[src/rtl/param_bank.sv]
// param_bank: signed fixed-point tuning registers stepped by a button pair with
// saturation and hold-to-repeat, plus a direct host load port.
module param_bank #(
    parameter int NUM_PARAMS    = 9,
    parameter int WIDTH         = 24,
    parameter int FRAC          = 8,
    parameter int STEP_W        = 4,
    parameter int REPEAT_DELAY  = 8,
    parameter int REPEAT_PERIOD = 2,
    parameter logic [NUM_PARAMS*WIDTH-1:0] RESET_VALUES = {
        24'h000000, 24'h000100, 24'h000100, 24'h004000, 24'h004000,
        24'h000000, 24'h000000, 24'h000000, 24'h000000}
) (
    input  logic                        clk_slow,
    input  logic                        reset,
    input  logic [3:0]                  sel,
    input  logic [STEP_W-1:0]           step,
    input  logic                        btn_inc,
    input  logic                        btn_dec,
    input  logic                        ld_en,
    input  logic [3:0]                  ld_sel,
    input  logic [WIDTH-1:0]            ld_value,
    output logic [NUM_PARAMS*WIDTH-1:0] values_flat,
    output logic [WIDTH-1:0]            rd_value,
    output logic                        sel_valid,
    output logic                        step_pulse,
    output logic                        sat
);
    localparam int CW = $clog2(REPEAT_DELAY + 1);
    typedef enum logic [1:0] {IDLE, HOLD, LOCK} state_t;
    state_t state, state_nx;
    logic [CW-1:0] hold_cnt, cnt_nx;
    logic [3:0] hold_sel;
    logic dir_up, prev_inc, prev_dec;
    logic inc_edge, dec_edge, start, act_btn, oth_btn, hold_break, cnt_at;
    logic do_step, step_up, step_ok, ovf;
    logic [WIDTH-1:0] bank [16];
    logic [WIDTH-1:0] cur, step_val, stepped;
    logic [WIDTH:0] sum;

    assign inc_edge   = btn_inc & ~prev_inc;
    assign dec_edge   = btn_dec & ~prev_dec;
    assign sel_valid  = {1'b0, sel} < 5'(NUM_PARAMS);
    assign start      = sel_valid & ((inc_edge & ~btn_dec) | (dec_edge & ~btn_inc));
    assign act_btn    = dir_up ? btn_inc : btn_dec;
    assign oth_btn    = dir_up ? btn_dec : btn_inc;
    assign hold_break = oth_btn | ~sel_valid | (sel != hold_sel);
    assign cnt_at     = hold_cnt == CW'(REPEAT_DELAY - 1);
    assign cur        = bank[sel];
    assign rd_value   = sel_valid ? cur : '0;

    // integer field lands at FRAC, two fraction bits just below it
    assign step_val = WIDTH'(step) << (FRAC - 2);
    assign sum      = step_up ? {cur[WIDTH-1], cur} + {1'b0, step_val}
                              : {cur[WIDTH-1], cur} - {1'b0, step_val};
    assign ovf      = sum[WIDTH] != sum[WIDTH-1];
    assign stepped  = ovf ? (sum[WIDTH] ? {1'b1, {(WIDTH-1){1'b0}}} : {1'b0, {(WIDTH-1){1'b1}}})
                          : sum[WIDTH-1:0];
    // a load to the stepped index wins; the step is dropped
    assign step_ok  = do_step & ~(ld_en & (ld_sel == sel));

    always_ff @(posedge clk_slow) begin
        if (reset) begin
            state      <= IDLE;
            hold_cnt   <= '0;
            hold_sel   <= '0;
            dir_up     <= 1'b0;
            prev_inc   <= 1'b1;
            prev_dec   <= 1'b1;
            step_pulse <= 1'b0;
            sat        <= 1'b0;
        end else begin
            state      <= state_nx;
            hold_cnt   <= cnt_nx;
            prev_inc   <= btn_inc;
            prev_dec   <= btn_dec;
            step_pulse <= step_ok;
            sat        <= step_ok & ovf;
            if (state == IDLE && start) begin
                hold_sel <= sel;
                dir_up   <= inc_edge;
            end
        end
    end

    always_comb begin
        state_nx = state;
        cnt_nx   = hold_cnt;
        case (state)
            IDLE: begin
                if (inc_edge & dec_edge) state_nx = LOCK;
                else if (start) begin
                    state_nx = HOLD;
                    cnt_nx   = '0;
                end
            end
            HOLD: begin
                if (hold_break) state_nx = LOCK;
                else if (!act_btn) state_nx = IDLE;
                else cnt_nx = cnt_at ? CW'(REPEAT_DELAY - REPEAT_PERIOD) : hold_cnt + 1'b1;
            end
            LOCK: state_nx = (btn_inc | btn_dec) ? LOCK : IDLE;
            default: state_nx = IDLE;
        endcase
    end

    always_comb begin
        do_step = (state == IDLE) ? start : (state == HOLD) & ~hold_break & act_btn & cnt_at;
        step_up = (state == IDLE) ? inc_edge : dir_up;
    end

    for (genvar i = 0; i < 16; i++) begin : g_reg
        if (i < NUM_PARAMS) begin : g_live
            logic [WIDTH-1:0] r;
            always_ff @(posedge clk_slow) begin
                if (reset) r <= RESET_VALUES[i*WIDTH +: WIDTH];
                else if (ld_en && ld_sel == 4'(i)) r <= ld_value;
                else if (step_ok && sel == 4'(i)) r <= stepped;
            end
            assign bank[i] = r;
            assign values_flat[i*WIDTH +: WIDTH] = r;
        end else begin : g_pad
            assign bank[i] = '0;
        end
    end
endmodule

[config.mk]
export PLATFORM = sky130hd
export DESIGN_NAME = param_bank
export DESIGN_NICKNAME = d
export VERILOG_FILES = /design/src/rtl/param_bank.sv
export SDC_FILE = /design/constraint.sdc
export NUM_CORES = 1
export LEC_CHECK = 0
export BUFFER_PORTS_ARGS = -buffer_cell sky130_fd_sc_hd__buf_4
export CAP_MARGIN = 25
export CORE_MARGIN = 3
export CORE_UTILIZATION = 41
export CTS_CLUSTER_SIZE = 16
export DETAILED_ROUTE_END_ITERATION = 8
export GPL_ROUTABILITY_DRIVEN = 0
export GPL_TIMING_DRIVEN = 0
export PLACE_DENSITY_LB_ADDON = 0.08
export SLEW_MARGIN = 0
export SYNTH_ARGS = -nofsm -noshare
export SYNTH_HDL_FRONTEND = slang
export SYNTH_SLANG_ARGS = --single-unit
[constraint.sdc]
create_clock -name clk_slow -period 6.18 [get_ports clk_slow]
set_input_delay 1.236 -clock clk_slow [delete_from_list [all_inputs] [get_ports clk_slow]]
set_output_delay 1.236 -clock clk_slow [all_outputs]
set_load 0.01 [all_outputs]
Yosys cells after proc, flatten, opt, wreduce, memory -nomap -nowiden
Cells that the tools add are included.
Widths: inputs -> output; s select.
Storage, ports and cells
  ROM bits: 0
  bits in latches: 0
  input port bits: 41
  memories: 0
  logic and storage cells: 149
  bits in registers: 231
  bits in writable memories: 0
Cells by class
  divide/modulo/power cells: 0
  multiply operators: 0
  multiplexer cells: 41
  magnitude comparators: 2
  add/sub/neg operators: 3
  shift-type cells: 0
  reductions and logical operators: 34
  eq/ne operators: 28
  bitwise gates (word level): 24
Operators with widths (count)
  $mux 24: 23
  $bmux 24 s4: 1
  $eq 4x3->1 const B: 9
  $add 24x11->25: 1
  $mux 25: 1
  $sub 24x11->25: 1
  $mux 4: 5
  $reduce_bool 2->1: 10
  $logic_and 1x1->1: 19
  $eq 4x2->1 const B: 4
  $and 1x1->1: 12
  $mux 2: 5
  $eq 4x1->1 const B: 2
  $eq 4x4->1 const B: 2
  $logic_not 4->1: 2
  $ne 2x2->1 const B: 4
  $pmux 4 s2: 1
  $not 1->1: 7
  $pmux 2 s3: 1
  $ge 5x5->1 const B: 1
  $not 4->5: 1
  $reduce_and 5->1: 1
  $add 4x1->4 const B: 1
  $eq 4x4->1: 1
  11 further kinds: 17

Logic depth before layout (Yosys ltp)
  word-level depth: 13
  mapped depth: 19
  gate-level depth less buffers: 13

Least setup slack after synthesis
Ideal clock, no wire load.
  path type: input to register
  start: input port sel[0]
  end: register g_reg[6].g_live.r[22]
  stages: 18
  setup time: 0.127 ns
  path slack: 0.248 ns
  arrival: 5.806 ns
  cells stage by stage: buf_2 > buf_2 > buf_2 > buf_2 > clkbuf_1 > mux4_2 > mux2i_1 > o21ai_0 > ha_1 > and3_1 > a221oi_2 > or4b_2 > a31oi_1 > o41ai_1 > xor2_1 > buf_2 > nor3_1 > or3_1
On the way
  cells in the longest elaborated chain, start to end: 12
  elaborated cells on any way between the ends: 30
  those cells by class: add/sub (2); order compare (1); eq/ne (4); mux (9); bitwise (12); reduce/logical (2)
Ends and longest elaborated chain
  start: declaration: RTL line 16  | input logic [3:0] sel,
  branches (longest 12 deep; another with $sub 24x11->25)
  end signal: assignment: RTL line 116  | if (reset) r <= RESET_VALUES[i*WIDTH +: WIDTH];
  end signal: assignment: RTL line 117  | else if (ld_en && ld_sel == 4'(i)) r <= ld_value;
  end signal: assignment: RTL line 118  | else if (step_ok && sel == 4'(i)) r <= stepped;
  end: declaration: RTL line 114  | logic [WIDTH-1:0] r;
Parallel ways; which one is timed is not known. The select of a mux whose other input is x is not followed.
A chain may end at the register's enable or synchronous reset.

Worst setup path in the final report
  start: input port sel[1]
  end: register g_reg[6].g_live.r[22]
Same word-level chain as after synthesis.

==> flow_metrics.env <==
export IMPL_endpoint_kind="flop"
export IMPL_syn_num_nets=1669
export IMPL_dp_cells=2312
export IMPL_grt_max_degree=20
export IMPL_ys_async_sr_fraction_pct=0
export IMPL_synth_main_ff_cell="dfxtp_1"
export IMPL_path_common_cell="buf_4"
export IMPL_cts_tree="yes"
export IMPL_clk_path_buf_depth=3
export IMPL_drtIter0Drc=2066
export IMPL_max_freq_mhz=164
export IMPL_path_delay_family="buffers and inverters"
export IMPL_ys_seq_elements=231
export IMPL_wl_per_cell_um=28.2
export IMPL_hold_buffers=0
export IMPL_finClkSkew_ns=0.0251
export IMPL_ios=284
export IMPL_drive_gt1_share_pct=23.4
export IMPL_criticalPathCategory="in2reg"
export IMPL_ir_worst_vdd_uv=182
export IMPL_via_per_inst=6.68
export IMPL_cts_max_level=1
export IMPL_antenna_cells=0
export IMPL_tightest_slew_ns=1.08
export IMPL_netlist_area_mm2=0.0137
export IMPL_antenna_found_initial=2
export IMPL_vias=15800
export IMPL_path_buf_inv=6
export IMPL_cts_root_buf="clkbuf_16"
export IMPL_leakagePower_nw=7.06
export IMPL_post_place_ws_ns=-2.01
export IMPL_final_max_slew_viol_count=0
export IMPL_synth_top_area_share_pct=33.8
export IMPL_finalPower_mw=4.09
export IMPL_synth_warnings=0
export IMPL_clk_pin_slew_ns=0.06
export IMPL_period_minus_slack_ns=6.09
export IMPL_worstPathArrival_ns=6.52
export IMPL_route_detailed_drc=0
export IMPL_grt_pass1_vias=14500
export IMPL_synth_top_area_cell="dfxtp_1"
export IMPL_fin_crit_sh_pct=98.5
export IMPL_hold_path_class="reg2reg"
export IMPL_drv_cap=0
export IMPL_first_pass_iters=5
export IMPL_cts_inserted_buffers=27
export IMPL_setup_ws_ns=0.0905
export IMPL_cp_data_required_time_ns=6.61
export IMPL_powerDensity_mw_per_mm2=236
export IMPL_grtUsageTotal_pct=35.4
export IMPL_clock_latency_ns=0.56
export IMPL_die_h_um=189
export IMPL_cts_sinks=231
export IMPL_portBuffers=258
export IMPL_hold_ws_ns=0.499
export IMPL_antenna_left=0
export IMPL_layout_nets=1959
export IMPL_synth_edff_count=0
export IMPL_synthTopCellsByArea="dfxtp_1, mux4_2, a21oi_1"
export IMPL_hold_violations=0
export IMPL_die_area_mm2=0.0356
export IMPL_num_rows=66
export IMPL_finalWirelength_um=66500
export IMPL_cp_slowest_stage_delay_ns=0.66
export IMPL_worstPathMaxFanout=10
export IMPL_syn_area_per_cell_um2=8.51
export IMPL_grt_remaining_overflow=0
export IMPL_start_kind="input pin"
export IMPL_area_growth_pct=26.6
export IMPL_core_area_mm2=0.0327
export IMPL_dp_hpwl_um=50300
export IMPL_die_w_um=189
export IMPL_setup_viol=0
export IMPL_critPathSlowestCell="or4b_2"
export IMPL_crit_path_cell_trace="buf_4 > buf_4 > buf_4 > buf_6 > clkbuf_2 > mux4_2 > mux2i_1 > o21ai_0 > ha_1 > and3_1 > or4b_2 > a31oi_1 > o41ai_2 > xor2_2 > buf_2 > nor3_1 > or3_1"
export IMPL_mostFrequentLayoutCell="buf_4"
export IMPL_relSlewSlack_pct=27.8
export IMPL_fin_cells=2359
export IMPL_yosysSeqAreaShare_pct=33.8
export IMPL_synth_cell_types=75
export IMPL_final_cell_mix="buf_4, dfxtp_1, a21oi_1"
export IMPL_netlist_instances=1606
export IMPL_grt_pass1_wl_um=96300
export IMPL_initial_core_util_pct=41.8
export IMPL_status="finished clean"
report_power, final:
part           internal [mW]  switching, mW  total, mW
combinational          0.254          0.556      0.810
sequential              1.51         0.0266       1.54
clock                   1.03          0.708       1.74
sequential cells by signal (all words and copies together) (netlist names):
name        flops
dir_up          1
g.g_live.r    216
hold_cnt        4
hold_sel        4
prev_dec        1
prev_inc        1
sat             1
state           2
step_pulse      1
tightest hold or removal path, cell delays in order (launching register included):
cell     delay, ns
dfxtp_1       0.34
nand2_1       0.06
a21oi_1       0.05
cell families (layout without fill, tap and decap cells):
group	count (synthesis)	in the layout	synth area share (%)
muxes	81	81	10.3
AOI/OAI and AO/OA	626	626	30.1
buffers and inverters	173	484	5.25
and+or+nand+nor	451	451	17.1
DFF	231	231	33.8
xor gates and xnor gates	22	22	1.41
adders and majority gates	22	22	2.07
metrics by stage:
stage               cell area [um^2]  TNS [ns]  utilization [%]
floorplan                      13700         0                -
global placement               16200   -386.00             49.4
detailed placement             16200   -398.89             49.5
CTS                            17300   -0.0693             52.8
global route                   17300  -0.00495             52.9
finish                         17300         0             52.9
final timing paths:
path	endpoint	from	slack [ns]	cells past startpoint
worst min-delay path	hold_cnt[1]$_SDFFE_PP0P_	hold_cnt[1]$_SDFFE_PP0P_	0.50	2
worst max register to register	g_reg[6].g_live.r[22]$_SDFFE_PP0P_	state[0]$_SDFFE_PP0P_	1.48	14
worst max-delay path	g_reg[6].g_live.r[22]$_SDFFE_PP0P_	sel[1]	0.09	17
worst min register to register	hold_cnt[1]$_SDFFE_PP0P_	hold_cnt[1]$_SDFFE_PP0P_	0.50	2
what timing repair did:
item                       4_1_cts  5_1_grt
resized for setup               38       18
buffers inserted                 0        0
setup endpoints to repair      221      214
gates cloned                     0        0
metal layers:
layer / up-vias / GRT usage [%] / wire (um)
met5: - / 0 / 28
met1: 7549 / 50.3 / 26600
met4: 4 / 11.6 / 2490
met2: 1256 / 51.4 / 28000
met3: 193 / 10.9 / 9410
li1: 6753 / - / -
synth_stat cells (all sizes together), types with 9 or more instances:
cell and count:
clkbuf 95, a21oi 150, mux4 46, nand2 69, mux2i 33, a211oi 82
nor3b 17, o22ai 116, nor3 20, nand3 47, nor2 133, ha 21
buf 69, a21o 14, a22oi 18, and3 106, a22o 71, xnor2 14
dfxtp 231, nand4 14, o21ai 122, nor2b 9
final cells by class:
class	instances	area, um^2
sequential	231	4620
timing repair buffer	264	1980
buffer	161	743
clock buffer	37	763
fill	3185	15400
multi-input combinational	1202	8430
tap	442	553
clock inverter	13	171
inverter	9	33.8
(Power assumes the default switching activity.)
